<file path="config.mk">
export PLATFORM = sky130hd
export DESIGN_NAME = gin_mc_buffered
export DESIGN_NICKNAME = d
export VERILOG_FILES = /design/src/rtl/gin_mc_buffered.sv
export SDC_FILE = /design/constraint.sdc
export NUM_CORES = 1
export LEC_CHECK = 0
export CAP_MARGIN = 10
export CORE_MARGIN = 2
export CORE_UTILIZATION = 40
export CTS_BUF_LIST = sky130_fd_sc_hd__clkbuf_2 sky130_fd_sc_hd__clkbuf_4 sky130_fd_sc_hd__clkbuf_8
export DETAILED_ROUTE_END_ITERATION = 7
export PLACE_DENSITY = 0.67
export SLEW_MARGIN = 20
export SYNTH_ARGS = -nofsm -noshare
export SYNTH_HDL_FRONTEND = slang
export SYNTH_SLANG_ARGS = --single-unit
</file>
<file path="constraint.sdc">
create_clock -name clk -period 4.45 [get_ports clk]
set_input_delay 1.1125 -clock clk [delete_from_list [all_inputs] [get_ports clk]]
set_output_delay 1.1125 -clock clk [all_outputs]
set_load 0.005 [all_outputs]
</file>
<file path="src/rtl/gin_mc_buffered.sv">
// gin_mc_buffered
// ---------------
// Buffered multicast receiver for one PE port on the Global Input Network.
// A programmable ID and match mask select which bus tags this port takes.
// Tags can match exactly, under a mask, or as an all-ones broadcast.
// Accepted bus transfers are written into a small FIFO, so PE back-pressure
// never reaches the bus directly.
//
// Handshake semantics (both sides):
//   A transfer happens on a rising edge where valid and ready are both high.
//   - Bus side: bus_valid comes from the bus and bus_ready from this port.
//     bus_ready is low whenever the tag does not match, so the bus can AND
//     the ready signals of the matching ports only.
//   - PE side: pe_valid comes from this port and pe_ready from the PE.
//     pe_valid and pe_data come from registers only.
//
// Parameters:
//   ID_SIZE   - width of id, mask and tag
//   DATA_SIZE - payload width
//   DEPTH     - FIFO entries (power of two, >= 2)
//   CNT_SIZE  - width of the saturating accepted-transfer counter
//
// Ports:
//   clk, rst             - clock (rising edge), asynchronous active-high reset
//   set_id, id_in        - load a new ID on the next edge
//   set_mask, mask_in    - load a new mask on the next edge (1 = bit compared)
//   bcast_en             - accept the all-ones tag as a broadcast
//   flush                - synchronous clear of the FIFO contents
//   id                   - current ID register
//   tag, bus_valid,
//   bus_data, bus_ready  - GIN bus side
//   pe_valid, pe_data,
//   pe_ready             - PE side (FIFO head)
//   hit                  - combinational tag match, ignores FIFO space
//   acc_cnt              - saturating count of accepted transfers

`ifndef XID_BITS
`define XID_BITS 5
`endif

module gin_mc_buffered #(
    parameter int ID_SIZE   = `XID_BITS,
    parameter int DATA_SIZE = 32,
    parameter int DEPTH     = 2,
    parameter int CNT_SIZE  = 16
) (
    input  logic                 clk,
    input  logic                 rst,
    input  logic                 set_id,
    input  logic [ID_SIZE-1:0]   id_in,
    input  logic                 set_mask,
    input  logic [ID_SIZE-1:0]   mask_in,
    input  logic                 bcast_en,
    input  logic                 flush,
    output logic [ID_SIZE-1:0]   id,
    input  logic [ID_SIZE-1:0]   tag,
    input  logic                 bus_valid,
    input  logic [DATA_SIZE-1:0] bus_data,
    output logic                 bus_ready,
    output logic                 pe_valid,
    output logic [DATA_SIZE-1:0] pe_data,
    input  logic                 pe_ready,
    output logic                 hit,
    output logic [CNT_SIZE-1:0]  acc_cnt
);

    localparam int AW = $clog2(DEPTH);

    localparam logic [ID_SIZE-1:0]  ID_ONES  = {ID_SIZE{1'b1}};
    localparam logic [CNT_SIZE-1:0] CNT_MAX  = {CNT_SIZE{1'b1}};
    localparam logic [CNT_SIZE-1:0] CNT_ONE  = {{(CNT_SIZE-1){1'b0}}, 1'b1};
    localparam logic [AW:0]         PTR_ONE  = {{AW{1'b0}}, 1'b1};

    logic [ID_SIZE-1:0]   mask;
    logic [DATA_SIZE-1:0] mem [DEPTH];

    // One extra pointer bit tells full apart from empty. The pointers wrap
    // naturally modulo 2*DEPTH.
    logic [AW:0] wr_ptr;
    logic [AW:0] rd_ptr;

    logic full;
    logic empty;
    logic push;
    logic pop;

    // ------------------------------------------------------------------
    // Tag decode
    // ------------------------------------------------------------------
    always_comb begin
        hit = ((tag & mask) == (id & mask)) | (bcast_en & (tag == ID_ONES));
    end

    // ------------------------------------------------------------------
    // FIFO status and handshakes
    // ------------------------------------------------------------------
    always_comb begin
        empty = (wr_ptr == rd_ptr);
        full  = (wr_ptr[AW] != rd_ptr[AW]) && (wr_ptr[AW-1:0] == rd_ptr[AW-1:0]);
    end

    // Full blocks the bus even when the PE pops in the same cycle. There is
    // no pass-through, which keeps bus_ready free of any path from pe_ready.
    assign bus_ready = hit & ~full & ~flush;
    assign pe_valid  = ~empty;
    assign pe_data   = mem[rd_ptr[AW-1:0]];

    // A flush discards any pop in the same cycle. Push is already blocked
    // through bus_ready.
    assign push = bus_valid & bus_ready;
    assign pop  = pe_valid & pe_ready & ~flush;

    // ------------------------------------------------------------------
    // ID and mask registers. A transfer in the same cycle as a set_* is
    // decided with the old values, because the new value only appears
    // after the edge.
    // ------------------------------------------------------------------
    always_ff @(posedge clk or posedge rst) begin
        if (rst) begin
            id   <= '0;
            mask <= ID_ONES;
        end else begin
            if (set_id) begin
                id <= id_in;
            end
            if (set_mask) begin
                mask <= mask_in;
            end
        end
    end

    // ------------------------------------------------------------------
    // Pointers
    // ------------------------------------------------------------------
    always_ff @(posedge clk or posedge rst) begin
        if (rst) begin
            wr_ptr <= '0;
            rd_ptr <= '0;
        end else if (flush) begin
            wr_ptr <= '0;
            rd_ptr <= '0;
        end else begin
            if (push) begin
                wr_ptr <= wr_ptr + PTR_ONE;
            end
            if (pop) begin
                rd_ptr <= rd_ptr + PTR_ONE;
            end
        end
    end

    // ------------------------------------------------------------------
    // Storage. Reset clears it so that pe_data reads zero after reset.
    // ------------------------------------------------------------------
    always_ff @(posedge clk or posedge rst) begin
        if (rst) begin
            for (int i = 0; i < DEPTH; i++) begin
                mem[i] <= '0;
            end
        end else if (push) begin
            mem[wr_ptr[AW-1:0]] <= bus_data;
        end
    end

    // ------------------------------------------------------------------
    // Accepted-transfer counter. It saturates and survives a flush.
    // ------------------------------------------------------------------
    always_ff @(posedge clk or posedge rst) begin
        if (rst) begin
            acc_cnt <= '0;
        end else if (push && (acc_cnt != CNT_MAX)) begin
            acc_cnt <= acc_cnt + CNT_ONE;
        end
    end

endmodule

</file>
# Yosys cells after proc, flatten, opt, wreduce, memory -nomap -nowiden
# Index checks and enable logic that the tools add are counted.
# totals
word_cells,48
ff_bits,94
latchBits,0
memories,0
rom_bits,0
ram_bits,0
# op_classes
n_bitwise,14
n_addsub,3
n_lt_le_gt_ge,3
mux,10
n_shift,0
n_div,0
eq_ne,6
n_reduce_logical,5
n_mul,0
# op_table
op,count
$mux 32,4
$bwmux 64,1
$demux 32 s1,1
$add 16x1->16 const B,1
$ne 16x16->1 const B,1
$and 5x5->5,2
$mux 2,4
$and 1x1->1,6
$eq 5x5->1,1
$eq 5x5->1 const B,1
$add 2x1->2 const B,2
$ge 2x2->1 const B,2
$not 1->2,2
$reduce_bool 2->1,2
$logic_and 1x1->1,3
$not 1->1,3
$eq 2x2->1,1
$lt 2x1->1 const B,1
$eq 1x1->1,1
$ne 1x1->1,1
$or 1x1->1,1

# Longest topological paths before layout
# logic_depth
word_depth,8
ltp_mapped,7
ltp_nobuf,6

# Worst setup path after synthesis
# Ideal clock, no wire load.
# synth_path
kind,in2out
from,in tag[3]
to,out bus_ready
arrival_time_ps,2049
path_stages,5
required_ps,3338
slack_ps,1289
path_cell_list,xor2_1 > a22oi_1 > a31oi_2 > inv_1 > and2_1
# synth_between
elab_chain_cells,5
elab_cells_between_ends,7
cone_classes,eq/ne: 2; bitwise: 5
# synth_rtl
element,line,rtl
"start, declared",56,"input logic [ID_SIZE-1:0] tag,"
$and 5x5->5 or $eq 5x5->1 (tied branches),91,hit = ((tag & mask) == (id & mask)) | (bcast_en & (tag == ID_ONES));
$eq 5x5->1 or $and 1x1->1 (tied branches),91,
$or 1x1->1 (*),91,
via hit,63,"output logic hit,"
$and 1x1->1 (*) (2 in series),104,assign bus_ready = hit & ~full & ~flush;
"end, declared",59,"output logic bus_ready,"
# Mark *: on every way through the listed nets, which the timed path passes. The rest lies on a longest branch.

# Final worst setup path
# layout_path
from,in tag[3]
to,out bus_ready
# layout_between
elab_chain_cells,5
elab_cells_between_ends,7
cone_classes,eq/ne: 2; bitwise: 5
# layout_rtl
element,line
$and 5x5->5 or $eq 5x5->1 (tied branches),91
$eq 5x5->1 or $and 1x1->1 (tied branches),91
$or 1x1->1 (*),91
$and 1x1->1 (*) (2 in series),104
# Every way passes the cells marked *; elsewhere a longest branch is shown, timed or not.

==> results.txt <==
Highest clock rate: 256 MHz
Starting density of the core: 41.2%
CP max FO: 4
Final Skew: 14.0 ps
P_sw: 780 uW
Die area: 11,500 um^2
Clock transition at path regs: 100 ps
Fillers: 919
Unique masters post-synth: 29
DRC Markers: 0
Cell taking the most area after synthesis: dfrtp_1
Largest net degree at the start of global routing: 50
Critical path endpoint category: primary output
Power density cells: 504 nW/um^2
Crit Path Class: primary input to primary output
Net Sw Frac: 27.2%
Final Hold Fails: 0
Via density: 4.97
Max IR drop VDD: 235 uV
Xor/xnor share of the synthesized area: 4.53%
Root buffer cell: clkbuf_8
Final setup fails: 0
Postcts setup bufs: 0
Vias in the first global route: 2,977
Final setup TNS: 0 ps
Drt initial violations: 81
Simple-gate portion of the synthesized area: 7.41%
Mapped Avg Cell Area: 13.8 um^2
CTS max path bufs: 2
Async S/R FF share, synth: 100%
Chip Width: 107 um
Compound-Gate Fraction of Synth Area: 1.12%
Outcome: completed
Clk sinks: 94
Primary FF master, synth: dfrtp_1
Inst Count DP: 547
Final Non-Filler Cells: 563
Flops & latches, synth: 94
Final Total Pwr: 2870 uW
IO Port Bufs: 110
Most common cell after layout, fill and taps aside: clkdlybuf4s50_1
EDFF count, synth: 0
Syn Inst Count: 308
Routed wire length: 8910 um
Share of the synthesized area in the top cell type: 52.3%
Worst setup SP type: primary input
Hold/Removal Path Class: flip-flop to flip-flop
Core Region: 10,300 um^2
Synth Net Count: 364
DRT Pass-1 Iters: 4
Routed vias: 2,800
Post-Synth Adder-Cell Area: 0.294%
Ranking of synthesized cells by area: dfrtp_1, mux2_2, xor2_1
FF/Latch Area: 2360 um^2
Die Ht: 107 um
P_int: 2090 uW
Antenna violations before repair: 0
Diodes inserted: 0
Tightest Pin Transition: 875 ps
Row cnt: 37
Slew margin rel.: 41.7%
Commonest non-fill, non-tap cells in the layout: clkdlybuf4s50_1, mux2_2, dfrtp_1
CTS tree: yes
Power share of the sequential group: 45.2%
Tmin final: 3910 ps
CTS buffer count: 9
Max Cap Violations: 0
Cts hold-fix bufs: 0
Ys Warns: 0
Cell Area, Synth: 4260 um^2
Slew Limit Fails: 0
Sequential element share of the synthesized area: 55.4%
Mux cell area share after synthesis: 29.1%
First-pass GRT wire length: 14,600 um
Main combinational cell family by area after synthesis: multiplexers
CP arrival: 2790 ps
Clk_lat worst skew: 350 ps
RSZ-0062 raised after global routing: no
# IOs: 111
ANT nets after route: 0
Share of layout cells above drive strength 1: 32.8%
H-tree Lvls: 3
Nets: 478
Post-CTS Resized: 0
Critical Path RT: 3340 ps
Pleak: 0.00243 uW
Placer Congestion: 0.789
Wire per inst: 15.8 um
Total GRT Usage: 16.1%
Clk pwr share: 17.6%
Period utilisation layout: 87.8%
Layout Area Growth over Synthesis: 33.7%
Post-DP HPWL: 6190 um
Multi-input gate area: 1810 um^2
GRT Residual Overflow: 0
Logic pwr share: 37.2%
[power by group through the flow]
stage,Combinational (uW),Clock (uW),Sequential [uW]
6_report,1070,504,1300
4_1_cts,1090,530,1300
2_1_floorplan,556,0,1260
3_5_place_dp,1080,0,1320
5_1_grt,1160,566,1340
3_3_place_gp,1070,0,1300
[registers in the layout, indices dropped and copies added, names as in the netlist]
signal / cells
id: 5
wr_ptr: 2
mask: 5
rd_ptr: 2
mem: 64
acc_cnt: 16
[cells in the mapped netlist, types with 3 or more instances]
master    instances
and2_1            3
buf_4             7
clkbuf_1          5
dfrtp_1          89
dfstp_2           5
inv_1             4
mux2_2          109
nand2_1          13
nand2b_1          3
nand3_1           5
nand4_1           6
nor2_1            7
nor4_1           10
nor4b_1           3
xor2_1           20
[cell type report]
class / instances / share of cell area (%)
Clock inverter: 7 / 0.858
Inverter: 4 / 0.286
Timing Repair Buffer: 116 / 20.4
Multi-Input combinational cell: 197 / 31.8
Clock buffer: 9 / 2.18
Tap cell: 136 / 2.99
Sequential cell: 94 / 41.5
[layer usage]
layer / global-route usage [%] / wire [um] / vias up
met3: 2.80 / 313 / 12
li1: - / - / 1330
met5: 0 / 0 / -
met1: 20.7 / 3870 / 1404
met4: 6.12 / 141 / 0
met2: 27.2 / 4590 / 54
[worst max-delay path: stages]
cell and delay, ps:
clkdlybuf4s50_1 440, xor2_1 150, a22oi_1 210, a31oi_2 140
inv_1 120, and2_1 130, clkdlybuf4s50_1 490
[kinds of logic after synthesis]
group | count (synthesis)
compound gates | 7
xor+xnor | 22
fa+ha+maj | 1
buf+inv | 17
flops | 94
mux | 110
simple gates | 57
[through the flow]
step	utilization, %	setup slack, ps	hold WS [ps]	instance area, um^2
finish	55.1	543	495	5690
CTS	55.1	530	499	5690
global placement	53.4	570	479	5520
global route	55.1	364	518	5690
floorplan	-	897	474	4260
detailed placement	53.4	532	486	5520
[final timing paths]
check | slack, ps | to | start | depth (start not counted)
worst max-delay path | 540 | bus_ready | tag[3] | 7
worst min-delay path | 490 | acc_cnt[10] | acc_cnt[10] | 1
worst max register to register | 1940 | acc_cnt[1] | acc_cnt[0] | 6
worst min register to register | 490 | acc_cnt[10] | acc_cnt[10] | 1
max in group asynchronous | 2480 | rd_ptr[0] | rst | 3
min in group asynchronous | 1230 | mem[11] | rst | 2
Power figures use the tool's default switching activity.
==> edit, RTL diff (same flow settings) <==
Reset style: synchronous (`rst`), changed in 4 clocked blocks. Comments in the files are not updated.
--- a/src/rtl/gin_mc_buffered.sv
+++ b/src/rtl/gin_mc_buffered.sv
@@ -115,7 +115,7 @@
     // decided with the old values, because the new value only appears
     // after the edge.
     // ------------------------------------------------------------------
-    always_ff @(posedge clk or posedge rst) begin
+    always_ff @(posedge clk) begin
         if (rst) begin
             id   <= '0;
             mask <= ID_ONES;
@@ -132,7 +132,7 @@
     // ------------------------------------------------------------------
     // Pointers
     // ------------------------------------------------------------------
-    always_ff @(posedge clk or posedge rst) begin
+    always_ff @(posedge clk) begin
         if (rst) begin
             wr_ptr <= '0;
             rd_ptr <= '0;
@@ -152,7 +152,7 @@
     // ------------------------------------------------------------------
     // Storage. Reset clears it so that pe_data reads zero after reset.
     // ------------------------------------------------------------------
-    always_ff @(posedge clk or posedge rst) begin
+    always_ff @(posedge clk) begin
         if (rst) begin
             for (int i = 0; i < DEPTH; i++) begin
                 mem[i] <= '0;
@@ -165,7 +165,7 @@
     // ------------------------------------------------------------------
     // Accepted-transfer counter. It saturates and survives a flush.
     // ------------------------------------------------------------------
-    always_ff @(posedge clk or posedge rst) begin
+    always_ff @(posedge clk) begin
         if (rst) begin
             acc_cnt <= '0;
         end else if (push && (acc_cnt != CNT_MAX)) begin
Function: differs if rst is asserted again (counterexample within 4 cycles, from zero or initial values and one cycle with rst high); with rst held inactive, the same outputs for 4 cycles.
==> edit against the unedited design <==
  * Area after synthesis increased by 0.82%
  * Design area increased by 0.73%
  * Sequential cell count increased by 1
  * Worst setup slack got worse by 140 ps
  * Wire length increased by 1.1%
  * Die area increased by 0.79%
  * Critical path depth unchanged
  * Sequential share of layout area increased by 2.9 points
  * Critical path type unchanged
  * Largest cell class unchanged
Power is not compared: it rests on default switching activity, and its combinational part moved more than twofold at a synthesized area within 25%.
==> edit: results <==
metrics = {
    "status": {
        "status": "complete, no violations",
    },
    "yosys": {
        "synth_compound_area_share_pct": 6.50,
        "yosys-top-cells-count": "and2_1, edfxtp_1, mux2_2",
        "synth_edf_count": 64,
        "yosys.cell_types.count": 40,
        "async_reset_ff_share_pct": 0,
        "synthXorXnorAreaFrac_pct": 2.25,
        "ys_warn_count": 0,
        "yosys.area_share.adder_pct": 0.292,
        "synth_area_leaders": "edfxtp_1, dfxtp_1, and2_1",
        "syn_inst": 348,
        "seq_area_frac_synth_pct": 59.3,
        "synth_mux_area_share_pct": 10.6,
        "syn_nets": 404,
    },
    "finish": {
        "final_nets": 509,
        "num-fill-cells": 885,
        "drive_gt1_share_pct": 14.2,
        "reg_top3": "mem (64), acc_cnt (16)",
    },
    "worst_setup_path": {
        "cp_top_family": "buffers and inverters",
        "cp_slowest_cell": "clkdlybuf4s50_1",
        "slowest_delay_ps": 490,
        "crit_path_max_fanout": 2,
        "arrival_ps": 2940,
    },
    "global_routing": {
        "track_usage_pct": 15.7,
        "grt_start_max_net_pins": 33,
        "grt_pass1_wl_mm": 14.3,
    },
    "detailed_routing": {
        "dr.pass1.iters": 4,
        "routed_wirelength_mm": 9.01,
        "routedWlPerCell_um": 15.2,
        "vias": 3029,
        "drt_iter0_markers": 136,
    },
    "place": {
        "gp_congestion": 0.746,
        "place_area_sq_mm": 0.00553,
        "dp_cells": 578,
        "dp_hpwl_mm": 5.78,
        "port_buffers": 110,
    },
    "clocking": {
        "clock_latency_ps": 360,
        "cts_buffer_depth": 2,
        "post_cts_resized": 0,
        "numCtsBuffers": 9,
        "post_cts_buffers": 0,
    },
    "hold_path": {
        "hold_path_class": "reg -> reg",
    },
    "pwr": {
        "leakage_nw": 2.06,
        "vdd_drop_max_mv": 0.203,
        "p_switching_mw": 0.381,
    },
    "timing": {
        "final.setup_skew_ps": 10.6,
        "slew_headroom_pct": 45.4,
    },
}
## edit: final timing paths
path | from | end | slack [ps] | depth (start not counted)
setup reg to reg | id[2] | mem[0][4] | 2030 | 8
hold reg to reg | acc_cnt[11] | acc_cnt[11] | 500 | 2
setup / recovery | tag[2] | bus_ready | 400 | 7
hold / removal | acc_cnt[11] | acc_cnt[11] | 500 | 2
## edit: final cells by class
type,instances,area share (%)
clock buffers,9,2.16
well taps,136,2.97
multi-input cells,228,28.9
inverters,2,0.131
repair buffers,117,20.1
clock inverters,7,1.33
flip-flops and latches,95,44.4
## edit: stage by stage
stage	util, %	hold WS [ps]	setup WS [ps]
final	55.3	501	400
after global routing	55.3	531	284
after CTS	55.3	509	390
after detailed placement	53.3	491	415
after global placement	53.3	483	396
after floorplan	-	477	1260
## edit: metal layers
metal / up-vias / routed length, um / GRT usage [%]
li1: 1481 / - / -
met1: 1447 / 4150 / 20.4
met2: 92 / 4170 / 25.6
met3: 9 / 602 / 4.72
met4: 0 / 86 / 4.40
met5: - / 0 / 0
## edit: cell families after synthesis
kind of cell,count (synthesis)
compound gates,41
mux,41
simple gates,134
buf+inv,25
fa+ha+maj,1
flops,95
xor+xnor,11
## edit: power by group through the flow
| stage | clock [mW] | combinational (mW) | sequential, mW |
|---|---|---|---|
| finish | 0.578 | 0.155 | 0.978 |
| global route | 0.628 | 0.168 | 0.981 |
| CTS | 0.601 | 0.158 | 0.978 |
| detailed placement | 0 | 0.157 | 0.998 |
| global placement | 0 | 0.155 | 0.997 |
| floorplan | 0 | 0.0559 | 0.995 |
## edit: worst reg2reg max path, delay by kind of cell, from the launching register on
kind / cells / cell delay [ps]
AO/OA/AOI/OAI: 2 / 450
AND/OR/NAND/NOR: 2 / 280
buffers and inverters: 3 / 820
XOR/XNOR: 1 / 160
flip-flops: 1 / 350
